## config.mk

```make
export PLATFORM = sky130hd
export DESIGN_NAME = sid_chip_voice
export DESIGN_NICKNAME = d
export VERILOG_FILES = /design/src/rtl/sid_chip_voice.sv
export SDC_FILE = /design/constraint.sdc
export NUM_CORES = 1
export LEC_CHECK = 0
export BUFFER_PORTS_ARGS = -buffer_cell sky130_fd_sc_hd__clkbuf_2
export CORE_ASPECT_RATIO = 0.6
export CORE_MARGIN = 3
export CORE_UTILIZATION = 40
export DETAILED_ROUTE_END_ITERATION = 10
export GPL_ROUTABILITY_DRIVEN = 1
export PLACE_DENSITY = 0.61
export SYNTH_ARGS = -nofsm -noshare
export SYNTH_HDL_FRONTEND = slang
export SYNTH_SLANG_ARGS = --single-unit
```

## constraint.sdc

```tcl
create_clock -name i_clk -period 6.2 [get_ports i_clk]
set_input_delay 0.31 -clock i_clk [delete_from_list [all_inputs] [get_ports i_clk]]
set_output_delay 0.31 -clock i_clk [all_outputs]
set_load 0.03 [all_outputs]
```

## src/rtl/sid_chip_voice.sv

```systemverilog
// SID-style voice: 24-bit phase accumulator, tri/saw/pulse/noise generator, ADSR envelope.
// Optional SID_VOICE_RINGMOD_EN: triangle fold bit becomes acc[23]^i_ring_in.
module sid_chip_voice #(
    parameter int AUDIO_BDEPTH    = 8,
    parameter int ACC_BDEPTH      = 24,
    parameter int FREQ_BDEPTH     = 16,
    parameter int ENV_RATE_BDEPTH = 16
) (
    input  logic                       i_clk,
    input  logic                       i_rst_n,
    input  logic                       i_sample_en,
    input  logic [FREQ_BDEPTH-1:0]     i_freq,
    input  logic [11:0]                i_pulse_width,
    input  logic [3:0]                 i_wave_sel,
    input  logic                       i_gate,
    input  logic [ENV_RATE_BDEPTH-1:0] i_attack_rate,
    input  logic [ENV_RATE_BDEPTH-1:0] i_decay_rate,
    input  logic [ENV_RATE_BDEPTH-1:0] i_release_rate,
    input  logic [7:0]                 i_sustain_level,
    input  logic                       i_ring_in,
    output logic                       o_acc_msb,
    output logic [2:0]                 o_env_state,
    output logic [AUDIO_BDEPTH-1:0]    o_audio_out,
    output logic                       o_audio_valid
);

    localparam int STAGES = 2;

    typedef enum logic [2:0] {
        S_IDLE    = 3'd0,
        S_ATTACK  = 3'd1,
        S_DECAY   = 3'd2,
        S_SUSTAIN = 3'd3,
        S_RELEASE = 3'd4
    } env_state_t;

    logic [ACC_BDEPTH-1:0]      r_acc;
    logic [22:0]                r_lfsr;
    logic [7:0]                 r_env;
    env_state_t                 r_state;
    logic [ENV_RATE_BDEPTH-1:0] r_cnt;
    logic                       r_gate_q;
    logic [STAGES:1]            r_vld_pipe;
    logic [AUDIO_BDEPTH-1:0]    r_audio;

    logic [ACC_BDEPTH-1:0]      w_acc_nxt;
    logic                       w_noise_clk;
    env_state_t                 w_state_nxt;
    logic [7:0]                 w_env_nxt;
    logic [ENV_RATE_BDEPTH-1:0] w_cnt_nxt;
    logic [ENV_RATE_BDEPTH-1:0] w_rate;
    logic                       w_rise;
    logic                       w_fall;
    logic                       w_counting;
    logic                       w_step;
    logic                       w_fold;
    logic [11:0]                w_tri;
    logic [11:0]                w_saw;
    logic [11:0]                w_pulse;
    logic [11:0]                w_noise;
    logic [11:0]                w_wave;
    logic signed [19:0]         w_ws;
    logic signed [19:0]         w_envs;
    logic signed [19:0]         w_prod;

    // ---------------- stage 1: phase accumulator and noise LFSR ----------------
    assign w_acc_nxt   = r_acc + {{(ACC_BDEPTH-FREQ_BDEPTH){1'b0}}, i_freq};
    assign w_noise_clk = i_sample_en & ~r_acc[19] & w_acc_nxt[19];

    always_ff @(posedge i_clk or negedge i_rst_n) begin
        if (!i_rst_n) begin
            r_acc      <= '0;
            r_lfsr     <= 23'h7FFFF8;
            r_vld_pipe <= '0;
            r_audio    <= '0;
        end else begin
            r_vld_pipe <= {r_vld_pipe[STAGES-1:1], i_sample_en};
            if (i_sample_en) begin
                r_acc <= w_acc_nxt;
            end
            if (w_noise_clk) begin
                r_lfsr <= {r_lfsr[21:0], r_lfsr[22] ^ r_lfsr[17]};
            end
            if (r_vld_pipe[1]) begin
                r_audio <= w_prod[19 -: AUDIO_BDEPTH];
            end
        end
    end

    // ---------------- ADSR envelope ----------------
    assign w_rise     = i_gate & ~r_gate_q;
    assign w_fall     = ~i_gate & r_gate_q;
    assign w_counting = (r_state == S_ATTACK) || (r_state == S_DECAY) || (r_state == S_RELEASE);
    assign w_step     = i_sample_en && w_counting && (r_cnt >= w_rate);

    always_comb begin
        w_rate = '0;
        case (r_state)
            S_ATTACK:  w_rate = i_attack_rate;
            S_DECAY:   w_rate = i_decay_rate;
            S_RELEASE: w_rate = i_release_rate;
            default:   w_rate = '0;
        endcase
    end

    // Gate edges take priority over a coincident envelope step.
    always_comb begin
        w_state_nxt = r_state;
        w_env_nxt   = r_env;
        w_cnt_nxt   = r_cnt;
        if (i_sample_en && w_counting) begin
            w_cnt_nxt = w_step ? '0 : r_cnt + 1'b1;
        end
        if (w_rise) begin
            w_state_nxt = S_ATTACK;
            w_cnt_nxt   = '0;
        end else if (w_fall && (r_state == S_ATTACK || r_state == S_DECAY ||
                                r_state == S_SUSTAIN)) begin
            w_state_nxt = S_RELEASE;
            w_cnt_nxt   = '0;
        end else begin
            case (r_state)
                S_IDLE: begin
                    w_env_nxt = '0;
                end
                S_ATTACK: begin
                    if (r_env == 8'hFF) begin
                        w_state_nxt = S_DECAY;
                    end else if (w_step) begin
                        w_env_nxt = r_env + 8'd1;
                        if (r_env == 8'hFE) begin
                            w_state_nxt = S_DECAY;
                        end
                    end
                end
                S_DECAY: begin
                    if (r_env <= i_sustain_level) begin
                        w_state_nxt = S_SUSTAIN;
                    end else if (w_step) begin
                        w_env_nxt = r_env - 8'd1;
                    end
                end
                S_SUSTAIN: begin
                    w_state_nxt = S_SUSTAIN;
                end
                S_RELEASE: begin
                    if (r_env == 8'd0) begin
                        w_state_nxt = S_IDLE;
                    end else if (w_step) begin
                        w_env_nxt = r_env - 8'd1;
                    end
                end
                default: begin
                    w_state_nxt = S_IDLE;
                    w_env_nxt   = '0;
                    w_cnt_nxt   = '0;
                end
            endcase
        end
    end

    always_ff @(posedge i_clk or negedge i_rst_n) begin
        if (!i_rst_n) begin
            r_state  <= S_IDLE;
            r_env    <= '0;
            r_cnt    <= '0;
            r_gate_q <= 1'b0;
        end else begin
            r_state  <= w_state_nxt;
            r_env    <= w_env_nxt;
            r_cnt    <= w_cnt_nxt;
            r_gate_q <= i_gate;
        end
    end

    // ---------------- stage 2: waveform and envelope scaling ----------------
`ifdef SID_VOICE_RINGMOD_EN
    assign w_fold = r_acc[23] ^ i_ring_in;
`else
    logic w_unused_ring;
    assign w_unused_ring = i_ring_in;
    assign w_fold        = r_acc[23];
`endif

    assign w_saw   = r_acc[23:12];
    assign w_tri   = w_fold ? ~r_acc[22:11] : r_acc[22:11];
    assign w_pulse = (r_acc[23:12] >= i_pulse_width) ? 12'hFFF : 12'h000;
    assign w_noise = {r_lfsr[22], r_lfsr[20], r_lfsr[16], r_lfsr[13],
                      r_lfsr[11], r_lfsr[7],  r_lfsr[4],  r_lfsr[2], 4'b0000};

    // Multiple selections combine as a bitwise AND; no selection yields zero.
    always_comb begin
        w_wave = 12'hFFF;
        if (i_wave_sel[0]) w_wave = w_wave & w_tri;
        if (i_wave_sel[1]) w_wave = w_wave & w_saw;
        if (i_wave_sel[2]) w_wave = w_wave & w_pulse;
        if (i_wave_sel[3]) w_wave = w_wave & w_noise;
        if (i_wave_sel == 4'b0000) w_wave = 12'h000;
    end

    assign w_ws   = {{8{~w_wave[11]}}, ~w_wave[11], w_wave[10:0]};
    assign w_envs = {12'b0, r_env};
    assign w_prod = w_ws * w_envs;

    assign o_acc_msb     = r_acc[ACC_BDEPTH-1];
    assign o_env_state   = r_state;
    assign o_audio_out   = r_audio;
    assign o_audio_valid = r_vld_pipe[STAGES];

endmodule
```

==> impl_results.html, run 1 <==
<table>
<tr><th>Metric</th><th>Value</th></tr>
<tr><th colspan="2">Status</th></tr>
<tr><td>Result of the run</td><td>finished, violations left</td></tr>
<tr><td>Violated checks</td><td>setup timing</td></tr>
<tr><th colspan="2">Global routing</th></tr>
<tr><td>Number of antenna violations at the first check in global routing</td><td>0</td></tr>
<tr><td>Overall track demand over capacity in global routing</td><td>0.1905</td></tr>
<tr><td>Global-route wire length before repair</td><td>38560 um</td></tr>
<tr><td>Maximum number of pins on one net before global-route repair</td><td>45</td></tr>
<tr><td>GRT Residual Overflow</td><td>0</td></tr>
<tr><td>Vias in the first global route</td><td>7549</td></tr>
<tr><th colspan="2">Layout</th></tr>
<tr><td>Layout-stage area growth over the synthesis result</td><td>21.90%</td></tr>
<tr><td>Total area of multi-input combinational cells</td><td>0.006845 mm^2</td></tr>
<tr><td>Post-layout nets</td><td>1441</td></tr>
<tr><td>Register cell area after layout</td><td>0.002152 mm^2</td></tr>
<tr><td>Number of fillers in the final layout</td><td>2135</td></tr>
<tr><td>Final std cells w/o fill</td><td>1490</td></tr>
<tr><td>Diode insertion count for antenna repair</td><td>0</td></tr>
<tr><td>Share of post-route cells with drive strength above 1</td><td>0.2724</td></tr>
<tr><th colspan="2">Critical path</th></tr>
<tr><td>Peak fanout along the critical path</td><td>5</td></tr>
<tr><td>Arrival time of data at the critical path endpoint</td><td>6430 ps</td></tr>
<tr><td>Most used cell along the critical path</td><td>sky130_fd_sc_hd__fa_1</td></tr>
<tr><td>CP Launch Type</td><td>flop</td></tr>
<tr><td>Slowest cell on the critical path</td><td>sky130_fd_sc_hd__fa_1</td></tr>
<tr><td>Worst setup path category</td><td>flop to flop</td></tr>
<tr><td>Kind of end point of the critical path</td><td>flop</td></tr>
<tr><td>Delay of the slowest critical-path stage</td><td>520 ps</td></tr>
<tr><td>Required time of the critical path</td><td>6430 ps</td></tr>
<tr><th colspan="2">Clock tree</th></tr>
<tr><td>CTS Buf Count</td><td>9</td></tr>
<tr><td>Latest clock arrival within the worst-skew pair</td><td>350 ps</td></tr>
<tr><td>Clock root buffer</td><td>sky130_fd_sc_hd__clkbuf_16</td></tr>
<tr><td>Maximum clock insertion buffer count</td><td>2</td></tr>
<tr><td>Clk pin slew, worst setup/hold paths</td><td>70 ps</td></tr>
<tr><td>TritonCTS clock tree</td><td>yes</td></tr>
<tr><td>TritonCTS Sinks</td><td>85</td></tr>
<tr><td>Number of levels in the clock H-tree</td><td>3</td></tr>
<tr><th colspan="2">Synth</th></tr>
<tr><td>Ys async rst share</td><td>1.000</td></tr>
<tr><td>Count of synthesis-stage warnings from yosys</td><td>0</td></tr>
<tr><td>Share of synthesized area occupied by flip-flops and latches</td><td>0.2315</td></tr>
<tr><td>Fraction of post-synthesis cell area in the top cell type by area</td><td>0.1750</td></tr>
<tr><td>Synthesized cell area</td><td>0.009296 mm^2</td></tr>
<tr><td>Library cell occupying the most area in the post-synthesis netlist</td><td>sky130_fd_sc_hd__dfrtp_1</td></tr>
<tr><td>Distinct cells, synth</td><td>69</td></tr>
<tr><td>Syn nets</td><td>1288</td></tr>
<tr><td>Most numerous cell types in the synthesized netlist</td><td>sky130_fd_sc_hd__inv_1, sky130_fd_sc_hd__ha_1, sky130_fd_sc_hd__nand2_1</td></tr>
<tr><td>Gate Count Post-Synth</td><td>1024</td></tr>
<tr><td>Count leader, synth</td><td>sky130_fd_sc_hd__inv_1</td></tr>
<tr><td>Synthesized area divided by synthesized cell count</td><td>9.079 um^2</td></tr>
<tr><td>Number of synthesized flops with an enable pin</td><td>0</td></tr>
<tr><td>#FFs+latches synth</td><td>85</td></tr>
<tr><td>Cell types occupying the most area after synthesis</td><td>sky130_fd_sc_hd__dfrtp_1, sky130_fd_sc_hd__fa_1, sky130_fd_sc_hd__ha_1, sky130_fd_sc_hd__inv_1, sky130_fd_sc_hd__dfstp_2</td></tr>
<tr><td>Top flip-flop cell by instance count after synthesis</td><td>sky130_fd_sc_hd__dfrtp_1</td></tr>
<tr><th colspan="2">Drt</th></tr>
<tr><td>Count of vias placed by the detailed router</td><td>7540</td></tr>
<tr><td>Detailed-route wire length</td><td>23020 um</td></tr>
<tr><td>Total DRC errors in the routed layout</td><td>0</td></tr>
<tr><td>Number of detailed-route iterations in the first pass</td><td>5</td></tr>
<tr><td>Avg WL per Cell</td><td>15.45 um</td></tr>
<tr><td>Antenna-violating nets left</td><td>0</td></tr>
<tr><td>First-iteration detailed-routing DRC count</td><td>465</td></tr>
<tr><td>Detail-routed via count per cell</td><td>5.060</td></tr>
<tr><th colspan="2">Timing</th></tr>
<tr><td>Tmin final</td><td>6209 ps</td></tr>
<tr><td>Transition time of the tightest slew-check pin</td><td>1076 ps</td></tr>
<tr><td>Final Max Tran Viols</td><td>0</td></tr>
<tr><td>Maximum achievable frequency</td><td>0.1611 GHz</td></tr>
<tr><td>Fin. Hold Viols</td><td>0</td></tr>
<tr><td>Share of the clock period used by the worst path after layout</td><td>1.001</td></tr>
<tr><td>Slack of the critical path</td><td>-8.818 ps</td></tr>
<tr><td>Setup violators final</td><td>1</td></tr>
<tr><td>Slew headroom</td><td>0.2783</td></tr>
<tr><td>Final clock skew</td><td>12.32 ps</td></tr>
<tr><td>RSZ-0062 raised after global routing</td><td>true</td></tr>
<tr><th colspan="2">Placed design</th></tr>
<tr><td>RePlAce Congestion</td><td>0.8413</td></tr>
<tr><td>Post-detail-place hpwl</td><td>18250 um</td></tr>
<tr><td>Placed insts</td><td>1465</td></tr>
<tr><td>Port Buffers</td><td>104</td></tr>
<tr><th colspan="2">Floorplanning</th></tr>
<tr><td>Die extent in x</td><td>202.8 um</td></tr>
<tr><td>Placeable core region</td><td>0.02244 mm^2</td></tr>
<tr><td>Number of top-level pins</td><td>106</td></tr>
<tr><td>Number of core rows</td><td>42</td></tr>
<tr><td>Vertical die dimension</td><td>124.1 um</td></tr>
<tr><td>Die outline area</td><td>0.02517 mm^2</td></tr>
<tr><td>Starting density of the core</td><td>0.4143</td></tr>
<tr><th colspan="2">Power and ir drop</th></tr>
<tr><td>Static power due to leakage</td><td>0.005570 uW</td></tr>
<tr><td>Sum of internal, switching and leakage power</td><td>4647 uW</td></tr>
<tr><td>Largest vdd supply drop</td><td>0.3043 mV</td></tr>
<tr><td>Pwr/cell area</td><td>410.1 mW/mm^2</td></tr>
<tr><th colspan="2">Job</th></tr>
<tr><td>MaxCap Viol Count</td><td>0</td></tr>
<tr><th colspan="2">Worst hold path</th></tr>
<tr><td>Hold/Removal Path Class</td><td>primary input to flop</td></tr>
</table>
-- where the power goes --
group	switching [uW]	internal, uW	total [uW]
Sequential	195	693	889
Clock	253	279	532
Combinational	1710	1520	3230
Total	2160	2490	4650
-- path summary, 6_finish.rpt --
path / startpoint / end / slack (ps) / depth (start not counted)
setup reg to reg: r_acc[14] / o_audio_out[7] / -9 / 28
hold / removal: i_gate / r_gate_q / 80 / 1
hold reg to reg: r_lfsr[0] / r_lfsr[0] / 490 / 1
setup / recovery: r_acc[14] / o_audio_out[7] / -9 / 28
min in group asynchronous: i_rst_n / r_env[0] / 490 / 2
max in group asynchronous: i_rst_n / r_lfsr[13] / 4740 / 3
-- stage by stage --
stage                     setup slack [ps]  instance area [um^2]  utilization  setup TNS (ps)  hold WS [ps]
after global routing                -247.0                 11330       0.5050          -837.6         77.93
after floorplan                     0.4308                  9296            -               0         14.41
after global placement              -530.0                 10550       0.4699           -2358         344.8
final                               -8.818                 11330       0.5050          -8.818         82.09
after CTS                           -2.057                 11170       0.4979          -2.057         73.53
after detailed placement            -618.0                 10550       0.4699           -3014         343.4
-- per-layer routing --
metal / global-route usage / up-vias / part of all wire
li1: - / 3751 / -
met1: 0.3070 / 3629 / 0.55
met2: 0.2637 / 145 / 0.39
met3: 0.03291 / 15 / 0.050
met4: 0.03588 / 0 / 0.0098
met5: 0 / - / 0
-- cell type report --
class | count | area share
clock inverter | 6 | 0.004748
timing repair buffer | 178 | 0.09705
tap | 308 | 0.03401
multi-input combinational | 752 | 0.6041
clock buffer | 10 | 0.02021
inverter | 151 | 0.05002
sequential | 85 | 0.1899
-- layout by cell type, fill, tap and decap left out, types with 39 or more instances in the layout --
cell	n
sky130_fd_sc_hd__nand2_1	76
sky130_fd_sc_hd__ha_1	82
sky130_fd_sc_hd__xnor2_1	39
sky130_fd_sc_hd__nor2_1	50
sky130_fd_sc_hd__a21oi_1	50
sky130_fd_sc_hd__fa_1	76
sky130_fd_sc_hd__dfrtp_1	65
sky130_fd_sc_hd__inv_1	143
sky130_fd_sc_hd__and2_1	46
sky130_fd_sc_hd__buf_4	69
sky130_fd_sc_hd__clkbuf_2	103
-- worst max-delay path: cells and delay by family (launching register included) --
family,cells,cell delay [ps]
flip-flops,1,410
AO/OA/AOI/OAI,12,1860
AND/OR/NAND/NOR,2,260
multiplexers,1,260
adder cells (fa/ha/maj),6,2550
buffers and inverters,6,600
XOR/XNOR,1,130
-- state kept, by name (all words and copies together), names as in the netlist --
register and cells:
o_audio_out 8, o_env_state 3, r_acc 24, r_env 8, r_vld_pipe 2, r_lfsr 23, r_gate_q 1, r_cnt 16
-- timing repair --
action / in CTS / in global routing
pin swaps: 49 / 32
hold buffers: 1 / 0
endpoints found under the hold margin: 34 / 0
gates cloned: 0 / 0
setup buffers: 6 / 3
resized for setup: 54 / 27
endpoints found under the setup margin: 7 / 7
-- kinds of logic after synthesis --
family / after synthesis / share of synthesized area
XOR/XNOR: 50 / 0.04711
AND/OR/NAND/NOR: 286 / 0.1600
adder cells (fa/ha/maj): 172 / 0.2934
buffers and inverters: 187 / 0.07739
flip-flops: 85 / 0.2315
AO/OA/AOI/OAI: 202 / 0.1402
multiplexers: 42 / 0.05034
Note: power is estimated with default switching activity, not from simulation.
==> run 2: changes to the inputs <==
Settings changed: CORE_UTILIZATION 40 to 55, PLACE_DENSITY 0.61 to 0.8.
==> run 2 against run 1 <==
- via count rose by 4.8%
- sequential cell count did not move
- core utilization rose by 18 points
- the flow still finishes with violations (setup timing)
- highest routed layer unchanged
- critical endpoint is now o_audio_out[5]
==> impl_results.html, run 2 (same netlist as run 1, synthesis figures left out) <==
<table>
<tr><th>Metric</th><th>Value</th></tr>
<tr><th colspan="2">Critical path</th></tr>
<tr><td>Peak fanout along the critical path</td><td>6 (+1)</td></tr>
<tr><td>Worst setup path category</td><td>flop to flop</td></tr>
<tr><td>Most used cell along the critical path</td><td>sky130_fd_sc_hd__fa_1</td></tr>
<tr><td>CP Launch Type</td><td>flop</td></tr>
<tr><td>Delay of the slowest critical-path stage</td><td>570 ps (+50 ps)</td></tr>
<tr><td>Arrival time of data at the critical path endpoint</td><td>6440 ps (about the same)</td></tr>
<tr><td>Kind of end point of the critical path</td><td>flop</td></tr>
<tr><td>Crit path buf inv count</td><td>6 (unchanged)</td></tr>
<tr><td>Reg-to-Reg Start</td><td>r_acc[14]</td></tr>
<tr><td>Cells on worst reg2reg path</td><td>27 (-3.6%)</td></tr>
<tr><td>Register-to-register path setup slack</td><td>-4 ps (about the same)</td></tr>
<tr><td>Required time of the critical path</td><td>6440 ps (about the same)</td></tr>
<tr><td>Startpoint of the most critical setup path</td><td>r_acc[14]</td></tr>
<tr><td>Slowest cell on the critical path</td><td>sky130_fd_sc_hd__fa_1</td></tr>
<tr><td>Largest delay share family, worst path</td><td>adder cells</td></tr>
<tr><td>Reg-to-Reg End</td><td>o_audio_out[5]</td></tr>
<tr><th colspan="2">Floorplanning</th></tr>
<tr><td>Number of core rows</td><td>36 (-14%)</td></tr>
<tr><td>Die outline area</td><td>0.01855 mm^2 (-26%)</td></tr>
<tr><td>Placeable core region</td><td>0.01640 mm^2 (-27%)</td></tr>
<tr><td>Number of top-level pins</td><td>106 (unchanged)</td></tr>
<tr><td>Vertical die dimension</td><td>106.7 um (-14%)</td></tr>
<tr><td>Starting density of the core</td><td>0.5670 (+0.1527)</td></tr>
<tr><td>Die extent in x</td><td>173.8 um (-14%)</td></tr>
<tr><th colspan="2">Timing</th></tr>
<tr><td>Worst slack on hold paths</td><td>72.12 ps (-9.970 ps)</td></tr>
<tr><td>Transition time of the tightest slew-check pin</td><td>1076 ps (+0.1441 ps)</td></tr>
<tr><td>RSZ-0062 raised after global routing</td><td>true</td></tr>
<tr><td>Share of the clock period used by the worst path after layout</td><td>1.001 (about the same)</td></tr>
<tr><td>Tmin final</td><td>6204 ps (-5.115 ps)</td></tr>
<tr><td>Setup violators final</td><td>2 (+1)</td></tr>
<tr><td>Maximum achievable frequency</td><td>0.1612 GHz (about the same)</td></tr>
<tr><td>Slew headroom</td><td>0.2818 (+0.003449)</td></tr>
<tr><td>Fin. Hold Viols</td><td>0 (unchanged)</td></tr>
<tr><td>Final clock skew</td><td>10.56 ps (-1.768 ps)</td></tr>
<tr><td>Setup Total Neg Slack</td><td>-6.790 ps (+2.029 ps)</td></tr>
<tr><td>Slack of the critical path</td><td>-3.703 ps (+5.115 ps)</td></tr>
<tr><td>Final Max Tran Viols</td><td>0 (unchanged)</td></tr>
<tr><th colspan="2">Clock tree</th></tr>
<tr><td>TritonCTS clock tree</td><td>yes</td></tr>
<tr><td>Clock root buffer</td><td>sky130_fd_sc_hd__clkbuf_16</td></tr>
<tr><td>Number of levels in the clock H-tree</td><td>3 (unchanged)</td></tr>
<tr><td>Clk pin slew, worst setup/hold paths</td><td>80 ps (about the same)</td></tr>
<tr><td>Latest clock arrival within the worst-skew pair</td><td>360 ps (about the same)</td></tr>
<tr><td>Maximum clock insertion buffer count</td><td>2 (unchanged)</td></tr>
<tr><td>TritonCTS Sinks</td><td>85 (unchanged)</td></tr>
<tr><td>CTS Buf Count</td><td>9 (unchanged)</td></tr>
<tr><th colspan="2">Drt</th></tr>
<tr><td>Avg WL per Cell</td><td>16.57 um (+7.3%)</td></tr>
<tr><td>Number of detailed-route iterations in the first pass</td><td>5 (unchanged)</td></tr>
<tr><td>Total DRC errors in the routed layout</td><td>0 (unchanged)</td></tr>
<tr><td>Detailed-route wire length</td><td>23350 um (+1.5%)</td></tr>
<tr><td>Count of vias placed by the detailed router</td><td>7899 (+4.8%)</td></tr>
<tr><td>Detail-routed via count per cell</td><td>5.606 (+11%)</td></tr>
<tr><td>First-iteration detailed-routing DRC count</td><td>710 (+53%)</td></tr>
<tr><td>Antenna-violating nets left</td><td>0 (unchanged)</td></tr>
<tr><th colspan="2">Layout</th></tr>
<tr><td>Number of fillers in the final layout</td><td>1268 (-41%)</td></tr>
<tr><td>Post-layout nets</td><td>1440 (-0.069%)</td></tr>
<tr><td>Layout-stage area growth over the synthesis result</td><td>20.52%</td></tr>
<tr><td>Commonest cells after routing, fill and taps aside</td><td>sky130_fd_sc_hd__inv_1, sky130_fd_sc_hd__clkbuf_2, sky130_fd_sc_hd__ha_1</td></tr>
<tr><td>Total area of multi-input combinational cells</td><td>0.006803 mm^2 (-0.62%)</td></tr>
<tr><td>Most frequent standard cell in the layout excluding fill and tap cells</td><td>sky130_fd_sc_hd__inv_1</td></tr>
<tr><td>Share of post-route cells with drive strength above 1</td><td>0.2701 (-0.002310)</td></tr>
<tr><td>Largest reg by FF count</td><td>r_acc</td></tr>
<tr><td>Final instance area</td><td>0.01120 mm^2 (-1.1%)</td></tr>
<tr><td>Final std cells w/o fill</td><td>1409 (-5.4%)</td></tr>
<tr><td>Register cell area after layout</td><td>0.002152 mm^2 (unchanged)</td></tr>
<tr><td>Diode insertion count for antenna repair</td><td>0 (unchanged)</td></tr>
<tr><td>Regs by FF count</td><td>r_acc x24, r_lfsr x23, r_cnt x16</td></tr>
<tr><td>Flip-flop count of the largest register after layout</td><td>24 (unchanged)</td></tr>
<tr><th colspan="2">Status</th></tr>
<tr><td>Result of the run</td><td>finished, violations left</td></tr>
<tr><td>Violated checks</td><td>setup timing</td></tr>
<tr><th colspan="2">Job</th></tr>
<tr><td>MaxCap Viol Count</td><td>0 (unchanged)</td></tr>
<tr><th colspan="2">Power and ir drop</th></tr>
<tr><td>Largest vdd supply drop</td><td>0.2845 mV (-6.5%)</td></tr>
<tr><td>Static power due to leakage</td><td>0.005572 uW (about the same)</td></tr>
<tr><td>Pwr/cell area</td><td>420.8 mW/mm^2 (+2.6%)</td></tr>
<tr><th colspan="2">Global routing</th></tr>
<tr><td>Maximum number of pins on one net before global-route repair</td><td>44 (-2.2%)</td></tr>
<tr><td>Overall track demand over capacity in global routing</td><td>0.2478 (+0.05729)</td></tr>
<tr><td>Number of antenna violations at the first check in global routing</td><td>0 (unchanged)</td></tr>
<tr><td>GRT Residual Overflow</td><td>0 (unchanged)</td></tr>
<tr><td>Global-route wire length before repair</td><td>37960 um (-1.6%)</td></tr>
<tr><td>Vias in the first global route</td><td>7987 (+5.8%)</td></tr>
<tr><th colspan="2">Placed design</th></tr>
<tr><td>Setup slack after placement</td><td>-496.0 ps (+122.0 ps)</td></tr>
<tr><td>Port Buffers</td><td>104 (unchanged)</td></tr>
<tr><td>Post-detail-place hpwl</td><td>17280 um (-5.3%)</td></tr>
<tr><td>Placed insts</td><td>1376 (-6.1%)</td></tr>
<tr><td>RePlAce Congestion</td><td>0.8921 (+6.0%)</td></tr>
<tr><td>Placed inst area</td><td>0.01038 mm^2 (-1.6%)</td></tr>
<tr><th colspan="2">Worst hold path</th></tr>
<tr><td>Worst Hold Endpoint</td><td>r_gate_q</td></tr>
<tr><td>Worst hold stages</td><td>1 (unchanged)</td></tr>
<tr><td>HP Start</td><td>i_gate</td></tr>
<tr><td>Hold/Removal Path Class</td><td>primary input to flop</td></tr>
</table>
## run 2: cell types whose count changed in the layout (fill, tap and decap cells not counted), moves of 2 or more
cell | previous run | this run
sky130_fd_sc_hd__and2_1 | 46 | 49
sky130_fd_sc_hd__and2_4 | 8 | 5
sky130_fd_sc_hd__inv_8 | 1 | 4
sky130_fd_sc_hd__buf_4 | 69 | 67
sky130_fd_sc_hd__ha_1 | 82 | 84
sky130_fd_sc_hd__ha_4 | 12 | 10
sky130_fd_sc_hd__inv_6 | 2 | 0
sky130_fd_sc_hd__nor3_2 | 1 | 3
sky130_fd_sc_hd__o21ai_1 | 3 | 1
sky130_fd_sc_hd__o21ai_2 | 2 | 4
## run 2: metal layers
metal | track usage | part of all wire | wire [um]
met5 | 0 | 0 | 0
met2 | 0.3842 | 0.45 | 10460
met4 | 0.05562 | 0.013 | 299
met3 | 0.05025 | 0.072 | 1683
met1 | 0.3607 | 0.47 | 10910
## run 2: repair_timing
item / in CTS / in global routing
hold buffers: 1 / 0
setup buffers: 6 / 11
hold endpoints to repair: 35 / 0
gates resized for setup: 27 / 53
pin swaps: 16 / 21
endpoints found under the setup margin: 7 / 7
## run 2: worst max path at each step
| stage | to | slack [ps] | cells past startpoint |
|---|---|---|---|
| after floorplan | o_audio_out[7] | 0.4 | 23 |
| after global placement | o_audio_out[7] | -320 | 30 |
| after detailed placement | o_audio_out[7] | -500 | 28 |
| after CTS | o_audio_out[7] | 10 | 26 |
| after global routing | o_audio_out[7] | -250 | 27 |
| final | o_audio_out[5] | -4 | 27 |
## run 2: area by class of cell
type	instances	share of cell area
clock buffer	9	0.02010
clock inverter	7	0.006812
sequential	85	0.1921
multi-input combinational	752	0.6071
inverter	151	0.05059
tap	228	0.02546
timing repair buffer	177	0.09782
## run 2: through the flow
stage / util / power, uW
after global placement: 0.6329 / 3616
after CTS: 0.6628 / 4422
final: 0.6834 / 4715
after detailed placement: 0.6329 / 3737
after floorplan: - / 2974
after global routing: 0.6834 / 5187
## run 2: power by group
part / switching (uW) / leakage, uW / total, uW / internal, uW
Sequential: 213 / 0.00104 / 906 / 693
Combinational: 1720 / 0.00438 / 3250 / 1520
Clock: 274 / 0.000151 / 562 / 288
Total: 2210 / 0.00557 / 4710 / 2500
==> run 3: changes to the inputs <==
==> constraint.sdc (replaced) <==
create_clock -name i_clk -period 6.2 [get_ports i_clk]
set_input_delay 1.24 -clock i_clk [delete_from_list [all_inputs] [get_ports i_clk]]
set_output_delay 1.24 -clock i_clk [all_outputs]
set_load 0.03 [all_outputs]
==> run 3 against run 2 <==
- final area rose by 2.7%
- critical path depth grew 1
- core utilization increased by 1.8 points
- count of clock-buffer cells in the layout is 1 higher
- power is 1.8% higher
- via count increased by 0.57%
- the flow still finishes with violations (setup timing)
- non-clock buffer count grew 20
- worst setup slack got worse by 660 ps
- routed wire length fell by 0.33%
==> impl_results.html, run 3 (same netlist as run 1, synthesis figures left out) <==
<table>
<tr><th>Metric</th><th>Value</th></tr>
<tr><th colspan="2">Status</th></tr>
<tr><td>Result of the run</td><td>finished, violations left</td></tr>
<tr><td>Violated checks</td><td>setup timing</td></tr>
<tr><th colspan="2">Layout</th></tr>
<tr><td>Layout-stage area growth over the synthesis result</td><td>23.73%</td></tr>
<tr><td>Most frequent standard cell in the layout excluding fill and tap cells</td><td>sky130_fd_sc_hd__inv_1</td></tr>
<tr><td>Diode insertion count for antenna repair</td><td>0 (unchanged)</td></tr>
<tr><td>Share of post-route cells with drive strength above 1</td><td>0.2948 (+0.02464)</td></tr>
<tr><td>Flip-flop count of the largest register after layout</td><td>24 (unchanged)</td></tr>
<tr><td>Share of the core filled with cells</td><td>0.7015 (+0.01816)</td></tr>
<tr><td>Number of fillers in the final layout</td><td>1241 (-2.1%)</td></tr>
<tr><td>Commonest cells after routing, fill and taps aside</td><td>sky130_fd_sc_hd__inv_1, sky130_fd_sc_hd__clkbuf_2, sky130_fd_sc_hd__buf_4</td></tr>
<tr><td>Regs by FF count</td><td>r_acc x24, r_lfsr x23, r_cnt x16</td></tr>
<tr><td>Largest reg by FF count</td><td>r_acc</td></tr>
<tr><td>Post-layout nets</td><td>1460 (+1.4%)</td></tr>
<tr><th colspan="2">Global routing</th></tr>
<tr><td>Number of antenna violations at the first check in global routing</td><td>0 (unchanged)</td></tr>
<tr><td>Global-route wire length before repair</td><td>38700 um (+2.0%)</td></tr>
<tr><td>Vias in the first global route</td><td>7951 (-0.45%)</td></tr>
<tr><td>GRT Residual Overflow</td><td>0 (unchanged)</td></tr>
<tr><td>Maximum number of pins on one net before global-route repair</td><td>53 (+20%)</td></tr>
<tr><td>Overall track demand over capacity in global routing</td><td>0.2563 (+0.008496)</td></tr>
<tr><th colspan="2">Drt</th></tr>
<tr><td>Total DRC errors in the routed layout</td><td>0 (unchanged)</td></tr>
<tr><td>Detail-routed via count per cell</td><td>5.559 (-0.84%)</td></tr>
<tr><td>First-iteration detailed-routing DRC count</td><td>618 (-13%)</td></tr>
<tr><td>Number of detailed-route iterations in the first pass</td><td>7 (+2)</td></tr>
<tr><td>Count of vias placed by the detailed router</td><td>7944 (+0.57%)</td></tr>
<tr><td>Antenna-violating nets left</td><td>0 (unchanged)</td></tr>
<tr><td>Avg WL per Cell</td><td>16.29 um (-1.7%)</td></tr>
<tr><td>Detailed-route wire length</td><td>23280 um (-0.33%)</td></tr>
<tr><th colspan="2">Job</th></tr>
<tr><td>MaxCap Viol Count</td><td>0 (unchanged)</td></tr>
<tr><th colspan="2">Timing</th></tr>
<tr><td>Setup violators final</td><td>8 (+6)</td></tr>
<tr><td>Maximum achievable frequency</td><td>0.1458 GHz (-9.6%)</td></tr>
<tr><td>Worst slack on hold paths</td><td>511.5 ps (+439.3 ps)</td></tr>
<tr><td>Slack of the critical path</td><td>-660.2 ps (-656.5 ps)</td></tr>
<tr><td>Final Max Tran Viols</td><td>0 (unchanged)</td></tr>
<tr><td>RSZ-0062 raised after global routing</td><td>true</td></tr>
<tr><td>Fin. Hold Viols</td><td>0 (unchanged)</td></tr>
<tr><td>Final clock skew</td><td>7.304 ps (-3.253 ps)</td></tr>
<tr><td>Slew headroom</td><td>0.1987 (-0.08301)</td></tr>
<tr><td>Share of the clock period used by the worst path after layout</td><td>1.106 (+0.1059)</td></tr>
<tr><td>Setup Total Neg Slack</td><td>-4211 ps (-4204 ps)</td></tr>
<tr><td>Transition time of the tightest slew-check pin</td><td>1194 ps (+117.7 ps)</td></tr>
<tr><td>Tmin final</td><td>6860 ps (+656.5 ps)</td></tr>
<tr><th colspan="2">Floorplanning</th></tr>
<tr><td>Die outline area</td><td>0.01855 mm^2 (unchanged)</td></tr>
<tr><td>Vertical die dimension</td><td>106.7 um (unchanged)</td></tr>
<tr><td>Die extent in x</td><td>173.8 um (unchanged)</td></tr>
<tr><td>Number of top-level pins</td><td>106 (unchanged)</td></tr>
<tr><td>Starting density of the core</td><td>0.5670 (unchanged)</td></tr>
<tr><td>Number of core rows</td><td>36 (unchanged)</td></tr>
<tr><td>Placeable core region</td><td>0.01640 mm^2 (unchanged)</td></tr>
<tr><th colspan="2">Clock tree</th></tr>
<tr><td>TritonCTS clock tree</td><td>yes</td></tr>
<tr><td>TritonCTS Sinks</td><td>85 (unchanged)</td></tr>
<tr><td>Clock root buffer</td><td>sky130_fd_sc_hd__clkbuf_16</td></tr>
<tr><td>Latest clock arrival within the worst-skew pair</td><td>360 ps (about the same)</td></tr>
<tr><td>Hold-fix buffers, CTS</td><td>0 (-1)</td></tr>
<tr><td>Number of levels in the clock H-tree</td><td>3 (unchanged)</td></tr>
<tr><td>Clk pin slew, worst setup/hold paths</td><td>70 ps (about the same)</td></tr>
<tr><td>CTS Buf Count</td><td>9 (unchanged)</td></tr>
<tr><td>Maximum clock insertion buffer count</td><td>2 (unchanged)</td></tr>
<tr><th colspan="2">Critical path</th></tr>
<tr><td>Worst setup path category</td><td>primary input to flop</td></tr>
<tr><td>Kind of end point of the critical path</td><td>flop</td></tr>
<tr><td>Arrival time of data at the critical path endpoint</td><td>7100 ps (+660 ps)</td></tr>
<tr><td>CP Launch Type</td><td>primary input</td></tr>
<tr><td>Required time of the critical path</td><td>6440 ps (about the same)</td></tr>
<tr><td>Peak fanout along the critical path</td><td>8 (+2)</td></tr>
<tr><th colspan="2">Power and ir drop</th></tr>
<tr><td>Static power due to leakage</td><td>0.005678 uW (+1.9%)</td></tr>
<tr><td>Largest vdd supply drop</td><td>0.2656 mV (-6.6%)</td></tr>
<tr><td>Pwr/cell area</td><td>417.1 mW/mm^2 (-0.88%)</td></tr>
<tr><th colspan="2">Placed design</th></tr>
<tr><td>RePlAce Congestion</td><td>0.9184 (+2.9%)</td></tr>
<tr><td>Setup slack after placement</td><td>-1130 ps (-634.1 ps)</td></tr>
<tr><td>Post-detail-place hpwl</td><td>17840 um (+3.2%)</td></tr>
<tr><td>Port Buffers</td><td>104 (unchanged)</td></tr>
<tr><th colspan="2">Worst hold path</th></tr>
<tr><td>Hold/Removal Path Class</td><td>flop to flop</td></tr>
</table>
## run 3: per-layer routing
layer  part of all wire  up-vias  track usage
met4              0.013        0      0.04243
li1                   -     3791            -
met2               0.43      286       0.3909
met3              0.079       35      0.06617
met1               0.48     3832       0.3751
met5                  0        -            0
## run 3: timing repair
action / CTS / global route
endpoints found under the hold margin: 0 / 0
buffers inserted: 17 / 4
gates resized for setup: 38 / 24
pin swaps: 38 / 42
endpoints found under the setup margin: 8 / 8
## run 3: worst max-delay path, cell delays in order
cell and delay (ps):
sky130_fd_sc_hd__buf_8 90, sky130_fd_sc_hd__inv_8 30, sky130_fd_sc_hd__ha_4 260, sky130_fd_sc_hd__nand4_1 130, sky130_fd_sc_hd__nor2_1 160, sky130_fd_sc_hd__a211oi_2 100
sky130_fd_sc_hd__o21bai_2 220, sky130_fd_sc_hd__o41ai_4 210, sky130_fd_sc_hd__a211oi_2 300, sky130_fd_sc_hd__buf_4 150, sky130_fd_sc_hd__buf_4 110, sky130_fd_sc_hd__and2_1 130
sky130_fd_sc_hd__fa_1 440, sky130_fd_sc_hd__fa_1 470, sky130_fd_sc_hd__fa_1 540, sky130_fd_sc_hd__inv_1 50, sky130_fd_sc_hd__fa_1 470, sky130_fd_sc_hd__inv_1 40
sky130_fd_sc_hd__ha_1 270, sky130_fd_sc_hd__o21a_1 200, sky130_fd_sc_hd__o21ai_2 170, sky130_fd_sc_hd__a2bb2oi_2 90, sky130_fd_sc_hd__a22o_1 220, sky130_fd_sc_hd__a31oi_4 270
sky130_fd_sc_hd__a21oi_4 120, sky130_fd_sc_hd__a31oi_1 230, sky130_fd_sc_hd__xnor2_1 110, sky130_fd_sc_hd__mux2_4 260
## run 3: worst paths after layout
path,from,cells past startpoint,to,slack (ps)
worst min register to register,o_audio_out[4],1,o_audio_out[4],510
worst max register to register,r_acc[18],26,o_audio_out[7],-110
max in group asynchronous,i_rst_n,2,r_gate_q,4320
worst min-delay path,o_audio_out[4],1,o_audio_out[4],510
min in group asynchronous,i_rst_n,1,o_audio_out[2],840
worst max-delay path,i_pulse_width[5],28,o_audio_out[7],-660
## run 3: cell type report
cell class	count	area, um^2	share of cell area
repair buffers	197	1270	0.1104
flip-flops and latches	85	2152	0.1871
clock buffers	10	229.0	0.01991
multi-input cells	752	6899	0.5998
clock inverters	6	77.57	0.006744
inverters	151	589.3	0.05123
well taps	228	285.3	0.02480
## run 3: report_power, final
group	leakage (uW)	internal, uW	switching [uW]
combinational	0.00449	1600	1730
sequential	0.00104	694	196
clock	0.000148	321	258
total	0.00568	2620	2180
## run 3: stage by stage
stage	power [uW]	area [um^2]	std cells
global placement	3844	10750	1394
CTS	4710	11340	1425
detailed placement	3989	10750	1394
floorplan	3068	9529	1024
global route	5281	11500	1429
finish	4798	11500	1429
